File: config.mk
export PLATFORM = sky130hd
export DESIGN_NAME = instr_fetch
export DESIGN_NICKNAME = d
export VERILOG_FILES = /design/src/rtl/instr_fetch.sv
export SDC_FILE = /design/constraint.sdc
export NUM_CORES = 1
export LEC_CHECK = 0
export BUFFER_PORTS_ARGS = -buffer_cell sky130_fd_sc_hd__buf_4
export CORE_MARGIN = 4
export CORE_UTILIZATION = 35
export DETAILED_ROUTE_END_ITERATION = 6
export HOLD_SLACK_MARGIN = 0.05
export PLACE_DENSITY = 0.56
export SYNTH_ARGS = -nofsm -noshare
export SYNTH_HDL_FRONTEND = slang
export SYNTH_SLANG_ARGS = --single-unit
export TNS_END_PERCENT = 30
File: constraint.sdc
create_clock -name i_aclk -period 8.2 [get_ports i_aclk]
set_input_delay 1.64 -clock i_aclk [delete_from_list [all_inputs] [get_ports i_aclk]]
set_output_delay 1.64 -clock i_aclk [all_outputs]
set_load 0.01 [all_outputs]
File: src/rtl/instr_fetch.sv
// -----------------------------------------------------------------------------
// InstrFetch (module instr_fetch)
// Fetch stage of the pipeline. It owns the fetch PC and issues in-order
// requests to instruction memory over a valid/grant handshake. Returned words
// go into a small buffer, and one instruction per cycle is handed to decode.
// A redirect from decode discards every word that is still in flight.
//
// Ports
//   i_aclk          clock
//   i_areset_n      asynchronous, active-low reset
//   i_branch_valid  redirect request from decode
//   i_branch_addr   redirect target (bits [1:0] are forced to zero)
//   i_stall         hazard unit: hold delivery this cycle
//   o_imem_req      instruction memory request valid
//   o_imem_addr     request address (current fetch PC)
//   i_imem_gnt      request accepted when o_imem_req & i_imem_gnt
//   i_imem_rvalid   response valid (responses return in request order)
//   i_imem_rdata    response instruction word
//   o_en            o_instruction/o_pc/o_pcplus4 valid for decode
//   o_instruction   instruction at the buffer head
//   o_pc            address of o_instruction
//   o_pcplus4       o_pc + 4
// -----------------------------------------------------------------------------
module instr_fetch #(
  parameter int unsigned          INST_SIZE  = 32,
  parameter logic [INST_SIZE-1:0] RESET_PC   = '0,
  parameter int unsigned          FIFO_DEPTH = 2
) (
  input  logic                 i_aclk,
  input  logic                 i_areset_n,
  input  logic                 i_branch_valid,
  input  logic [INST_SIZE-1:0] i_branch_addr,
  input  logic                 i_stall,
  output logic                 o_imem_req,
  output logic [INST_SIZE-1:0] o_imem_addr,
  input  logic                 i_imem_gnt,
  input  logic                 i_imem_rvalid,
  input  logic [INST_SIZE-1:0] i_imem_rdata,
  output logic                 o_en,
  output logic [INST_SIZE-1:0] o_instruction,
  output logic [INST_SIZE-1:0] o_pc,
  output logic [INST_SIZE-1:0] o_pcplus4
);

  // CW holds a buffer occupancy (0..FIFO_DEPTH). The in-flight and discard
  // counters get one extra bit: after a redirect, wrong-path requests still in
  // flight no longer hold credit, so the total in flight can briefly exceed
  // FIFO_DEPTH while fresh requests are issued behind them.
  localparam int unsigned CW = $clog2(FIFO_DEPTH + 1);
  localparam int unsigned OW = CW + 1;
  localparam int unsigned SW = OW + 1;
  localparam int unsigned PW = (FIFO_DEPTH > 1) ? $clog2(FIFO_DEPTH) : 1;
  localparam logic [INST_SIZE-1:0] RESET_PC_ALIGNED = RESET_PC & ~INST_SIZE'(3);

  logic [INST_SIZE-1:0] fetchPc_q, fetchPc_d;
  logic [OW-1:0]        outstanding_q, outstanding_d;
  logic [OW-1:0]        discard_q, discard_d;
  logic [CW-1:0]        fifoCount_q, fifoCount_d;
  logic [PW-1:0]        fifoRdPtr_q, fifoRdPtr_d;
  logic [PW-1:0]        fifoWrPtr_q, fifoWrPtr_d;
  logic [PW-1:0]        reqRdPtr_q, reqRdPtr_d;
  logic [PW-1:0]        reqWrPtr_q, reqWrPtr_d;

  logic [INST_SIZE-1:0] fifoInstr_q [FIFO_DEPTH];
  logic [INST_SIZE-1:0] fifoPc_q    [FIFO_DEPTH];
  logic [INST_SIZE-1:0] reqPc_q     [FIFO_DEPTH];

  logic [SW-1:0] liveCount;
  logic          creditOk;
  logic          issue;
  logic          respAccept;
  logic          respPush;
  logic          deliver;
  logic          headValid;

  // Circular pointer advance that also works for depths that are not a power of two.
  function automatic logic [PW-1:0] ptrInc(input logic [PW-1:0] ptr);
    return (ptr == PW'(FIFO_DEPTH - 1)) ? '0 : ptr + PW'(1);
  endfunction

  // Credit check and handshake qualifiers. Words that are already marked for
  // discard will never occupy the buffer, so they are removed from the live
  // count. The saturation term only keeps the in-flight counter from wrapping
  // if the memory sits on a long run of wrong-path responses.
  always_comb begin
    liveCount  = SW'(fifoCount_q) + SW'(outstanding_q) - SW'(discard_q);
    creditOk   = (liveCount < SW'(FIFO_DEPTH)) && (outstanding_q != '1);
    o_imem_req = i_areset_n & ~i_branch_valid & creditOk;
    issue      = o_imem_req & i_imem_gnt;
    respAccept = i_imem_rvalid & (outstanding_q != '0);
    respPush   = respAccept & ~i_branch_valid & (discard_q == '0);
    headValid  = (fifoCount_q != '0);
    deliver    = headValid & ~i_stall & ~i_branch_valid;
  end

  // Decode-facing outputs come straight from the buffer head and read as zero
  // whenever the buffer is empty, which covers the reset state.
  always_comb begin
    o_imem_addr   = fetchPc_q;
    o_en          = deliver;
    o_instruction = headValid ? fifoInstr_q[fifoRdPtr_q] : '0;
    o_pc          = headValid ? fifoPc_q[fifoRdPtr_q] : '0;
    o_pcplus4     = headValid ? fifoPc_q[fifoRdPtr_q] + INST_SIZE'(4) : '0;
  end

  // Next-state logic. A redirect overrides everything else: both queues are
  // emptied, and every request still in flight after this cycle's response
  // (if any) becomes wrong-path, so the discard count simply takes the new
  // in-flight count. That also keeps back-to-back redirects consistent.
  always_comb begin
    fetchPc_d     = fetchPc_q;
    outstanding_d = outstanding_q + OW'(issue) - OW'(respAccept);
    discard_d     = discard_q;
    fifoCount_d   = fifoCount_q + CW'(respPush) - CW'(deliver);
    fifoWrPtr_d   = respPush ? ptrInc(fifoWrPtr_q) : fifoWrPtr_q;
    fifoRdPtr_d   = deliver  ? ptrInc(fifoRdPtr_q) : fifoRdPtr_q;
    reqWrPtr_d    = issue    ? ptrInc(reqWrPtr_q)  : reqWrPtr_q;
    reqRdPtr_d    = respPush ? ptrInc(reqRdPtr_q)  : reqRdPtr_q;
    if (issue) begin
      fetchPc_d = fetchPc_q + INST_SIZE'(4);
    end
    if (respAccept && (discard_q != '0)) begin
      discard_d = discard_q - OW'(1);
    end
    if (i_branch_valid) begin
      fetchPc_d   = i_branch_addr & ~INST_SIZE'(3);
      discard_d   = outstanding_d;
      fifoCount_d = '0;
      fifoWrPtr_d = '0;
      fifoRdPtr_d = '0;
      reqWrPtr_d  = '0;
      reqRdPtr_d  = '0;
    end
  end

  // Control state. Reset drops everything in flight, so late responses from
  // before the reset land on a zero in-flight count and are ignored.
  always_ff @(posedge i_aclk or negedge i_areset_n) begin
    if (!i_areset_n) begin
      fetchPc_q     <= RESET_PC_ALIGNED;
      outstanding_q <= '0;
      discard_q     <= '0;
      fifoCount_q   <= '0;
      fifoRdPtr_q   <= '0;
      fifoWrPtr_q   <= '0;
      reqRdPtr_q    <= '0;
      reqWrPtr_q    <= '0;
    end else begin
      fetchPc_q     <= fetchPc_d;
      outstanding_q <= outstanding_d;
      discard_q     <= discard_d;
      fifoCount_q   <= fifoCount_d;
      fifoRdPtr_q   <= fifoRdPtr_d;
      fifoWrPtr_q   <= fifoWrPtr_d;
      reqRdPtr_q    <= reqRdPtr_d;
      reqWrPtr_q    <= reqWrPtr_d;
    end
  end

  // Storage arrays. Their contents only matter behind the valid pointers, so
  // they are not reset. The pc of each issued request is remembered and
  // paired with its word when that word comes back.
  always_ff @(posedge i_aclk) begin
    if (issue) begin
      reqPc_q[reqWrPtr_q] <= fetchPc_q;
    end
    if (respPush) begin
      fifoInstr_q[fifoWrPtr_q] <= i_imem_rdata;
      fifoPc_q[fifoWrPtr_q]    <= reqPc_q[reqRdPtr_q];
    end
  end

  // Protocol checks: no response without a request in flight, and live
  // occupancy never exceeds the buffer.
  assert property (@(posedge i_aclk) disable iff (!i_areset_n)
                   i_imem_rvalid |-> (outstanding_q != '0));
  assert property (@(posedge i_aclk) disable iff (!i_areset_n)
                   liveCount <= SW'(FIFO_DEPTH));

endmodule

==> summary.md <==
| Metric | Value |
|---|---|
| Vias | `between 7,000 and 8,000` |
| Longest Clk Path Bufs | `3` |
| First-pass GRT wire length | `41.1 mm` |
| Post-synth EDFFs | `about 180` |
| Clock latency on the worst-skew pair | `0.52 ns` |
| Tmin final | `5.60 ns` |
| Yosys warnings | `0` |
| I/O pins | `200` |
| Sw frac | `0.292` |
| # Max-Cap Violations | `0` |
| Leak pwr | `4.91 nW` |
| GPL Wtd Cong | `0.796` |
| Final Hold Fails | `0` |
| Die X | `181 µm` |
| Final setup viols | `0` |
| Root Driver | `clkbuf_16` |
| Layout area overhead | `25.9%` |
| Antenna diodes | `0` |
| Yosys reg bits | `226` |
| Pwr dens | `273 nW/µm²` |
| Synth Cell Area | `roughly 10,000 µm²` |
| Maximum vdd drop | `~190 µV` |
| Total grt overflow | `0` |
| Post-cts resize count | `0` |
| P_sw | `1.05 mW` |
| Max-slew headroom | `0.310` |
| # port buffers | `about 190` |
| Clk pwr share | `0.335` |
| Hold path depth | `1` |
| Arrival @ worst endpoint | `3.96 ns` |
| Worst slack, placed | `just over 3 ns` |
| TNS Setup | `0 ns` |
| Crit-path max cell delay | `0.83 ns` |
| HP Class | `register to register` |
| Non-Filler Instances | `about 1,400` |
| Dpl cells | `1,353` |
| Most used cell, CP | `buf_4` |
| Hpwl dp | `18.1 mm` |
| Core Region | `about 29,000 µm²` |
| Final antenna-violating net count | `0` |
| Initial antenna violation count | `0` |
| Mapped Cells | `between 800 and 900` |
| Via density per instance | `5.09` |
| Slowest CP cell | `buf_4` |
| Sequential element share of the synthesized area | `0.630` |
| Final wirelength | `26.1 mm` |
| RSZ-0062 raised after global routing | `no` |
| Fmax | `179 MHz` |
| Cts hold-fix bufs | `0` |
| Worst setup margin | `2.60 ns` |
| Pint | `about 2.5 mW` |
| Critical Path Start Type | `register` |
| Final Max Tran Viols | `0` |
| Die ar. | `32,700 µm²` |
| Critical Path, Cell by Cell | `buf_4, nand2_1, o22ai_1, nand3_1, o31a_1, nor3_1, buf_4` |
| Flop pwr share | `0.414` |
| Fin Clk Skew | `0.0168 ns` |
| Std-Cell Rows | `62` |
| Synth Area per Inst | `12.9 µm²` |
| Largest net degree at the start of global routing | `73` |
| DRT iter0 DRCs | `434` |
| Most used flip-flop cell after synthesis | `edfxtp_1` |
| CP Class | `register to output pin` |
| Post-synth ARST share | `0.186` |
| Die height | `181 µm` |
| Count of different cell masters after synthesis | `62` |
| Htree depth | `1` |
| CTS Buf Count | `26` |
| CP required | `6.56 ns` |
| Clock transition at path regs | `around 0.060 ns` |
| Fin nets | `1,082` |
| Initial Utilization | `0.359` |
| Combinational power share | `0.251` |
| Routed WL per cell | `approximately 19 µm` |
| Clk sink count | `226` |
| Drt first pass iters | `5` |
| R2R cell count | `16` |
| CTS tree | `built` |
| Worst-margin pin slew | `1.04 ns` |
| Status | `completed` |
| Crit Path Max Fanout | `72` |
| Post-CTS Setup Bufs | `0` |
| DRC viols | `0` |
| CP Capture Type | `output pin` |
| Vias in the first global route | `just under 7,000` |
| GRT Total Usage | `0.155` |
| Period utilization | `0.683` |
| Share of layout cells above drive strength 1 | `0.281` |
routing by layer:
layer,vias up,global-route usage,part of all wire
li1,3430,-,-
met5,-,0,0
met2,240,0.223,0.42
met3,31,0.0322,0.063
met1,3436,0.243,0.50
met4,0,0.0321,0.016
cell type report:
class / count / area (µm²)
clock buffer: 35 / 716
clock inverter: 13 / 191
fill: 2732 / 15900
inverter: 28 / 105
multi-input combinational: 516 / 3580
sequential: 226 / 6580
tap: 384 / 480
timing repair buffer: 199 / 1490
cells by family (layout without fill, tap and decap cells):
group / count (synthesis) / after routing / share of synthesized area
fa+ha+maj: 15 / 15 / 0.0201
xor+xnor: 22 / 22 / 0.0185
mux: 90 / 90 / 0.0905
compound gates: 115 / 115 / 0.0795
flops: 226 / 226 / 0.630
simple gates: 268 / 268 / 0.130
buf+inv: 73 / 275 / 0.0307
other cells: 1 / 6 / 0.000359
power by group through the flow:
stage | sequential (mW) | combinational [mW] | clock, mW
after global placement | 1.51 | 0.903 | 0
after CTS | 1.49 | 0.914 | 1.24
after floorplan | 1.48 | 0.567 | 0
final | 1.49 | 0.902 | 1.21
after global routing | 1.50 | 1.01 | 1.29
after detailed placement | 1.51 | 0.906 | 0
final timing paths:
check / from / to / slack (ns)
min: reqPc_q[0][31]$_DFFE_PP_ / fifoPc_q[0][31]$_DFFE_PP_ / 0.56
min reg2reg: reqPc_q[0][31]$_DFFE_PP_ / fifoPc_q[0][31]$_DFFE_PP_ / 0.56
min in group asynchronous: i_areset_n / o_imem_addr[24]$_DFFE_PN0N_ / 1.13
max: fifoRdPtr_q$_DFFE_PN0P_ / o_pcplus4[22] / 2.60
max reg2reg: outstanding_q[1]$_DFF_PN0_ / discard_q[2]$_DFFE_PN0P_ / 4.06
max in group asynchronous: i_areset_n / fifoRdPtr_q$_DFFE_PN0P_ / 6.61
metrics by stage:
stage	power (mW)	hold WS, ns	area (µm²)	utilization
6_report	3.59	0.564	13100	0.452
5_1_grt	3.80	0.583	13100	0.452
4_1_cts	3.64	0.567	13100	0.452
3_5_place_dp	2.42	0.548	12200	0.421
3_3_place_gp	2.41	0.546	12200	0.421
2_1_floorplan	2.04	0.524	10500	-
cells in the mapped netlist (5+ instances only):
library cell / number / area share
nand4_1: 14 / 0.0084
xor2_1: 5 / 0.0042
ha_1: 12 / 0.014
buf_1: 6 / 0.0022
buf_2: 13 / 0.0062
a32o_1: 5 / 0.0048
a221o_1: 12 / 0.012
clkbuf_1: 19 / 0.0068
inv_1: 27 / 0.0097
o31a_1: 9 / 0.0076
o31ai_1: 9 / 0.0065
xnor2_1: 17 / 0.014
and2_1: 9 / 0.0054
a21oi_1: 9 / 0.0043
mux2i_1: 55 / 0.053
a21o_1: 6 / 0.0043
or3_1: 5 / 0.0030
nand3_1: 23 / 0.011
nor2_1: 90 / 0.032
a31oi_1: 8 / 0.0048
dfrtp_1: 42 / 0.10
nor2b_1: 8 / 0.0048
or4_1: 7 / 0.0050
nand2_1: 48 / 0.017
nor4_1: 13 / 0.0078
and3_1: 7 / 0.0042
nor3_1: 20 / 0.0096
buf_4: 6 / 0.0043
o21ai_0: 29 / 0.014
edfxtp_1: 184 / 0.53
mux2_2: 35 / 0.038
and4_1: 8 / 0.0067
layout by cell type (no fill, tap or decap), types with 9 or more instances in the layout:
cell | Yosys | layout
o31a_1 | 9 | 9
clkbuf_16 | 0 | 27
ha_1 | 12 | 12
a221o_1 | 12 | 12
xnor2_1 | 17 | 17
dfrtp_1 | 42 | 41
mux2i_1 | 55 | 55
nand2_1 | 48 | 48
o21ai_0 | 29 | 29
nand3_1 | 23 | 23
mux2_2 | 35 | 35
nand4_1 | 14 | 14
buf_4 | 6 | 199
nor3_1 | 20 | 20
edfxtp_1 | 184 | 184
o31ai_1 | 9 | 9
nor2_1 | 90 | 87
a21oi_1 | 9 | 9
nor4_1 | 13 | 13
inv_1 | 27 | 27
flip-flops by register name (all words and copies together) (netlist names):
name,count
outstanding_q,3
reqWrPtr_q,1
o_imem_addr,30
reqPc_q,60
reqRdPtr_q,1
fifoPc_q,60
fifoWrPtr_q,1
fifoCount_q,2
fifoInstr_q,64
discard_q,3
fifoRdPtr_q,1
worst max-delay path: cells and delay by family (launching register included):
family	cells	cell delay, ns
buf+inv	2	1.04
simple gates	3	0.93
compound gates	2	0.85
flops	1	0.61
(Power assumes the default switching activity.)
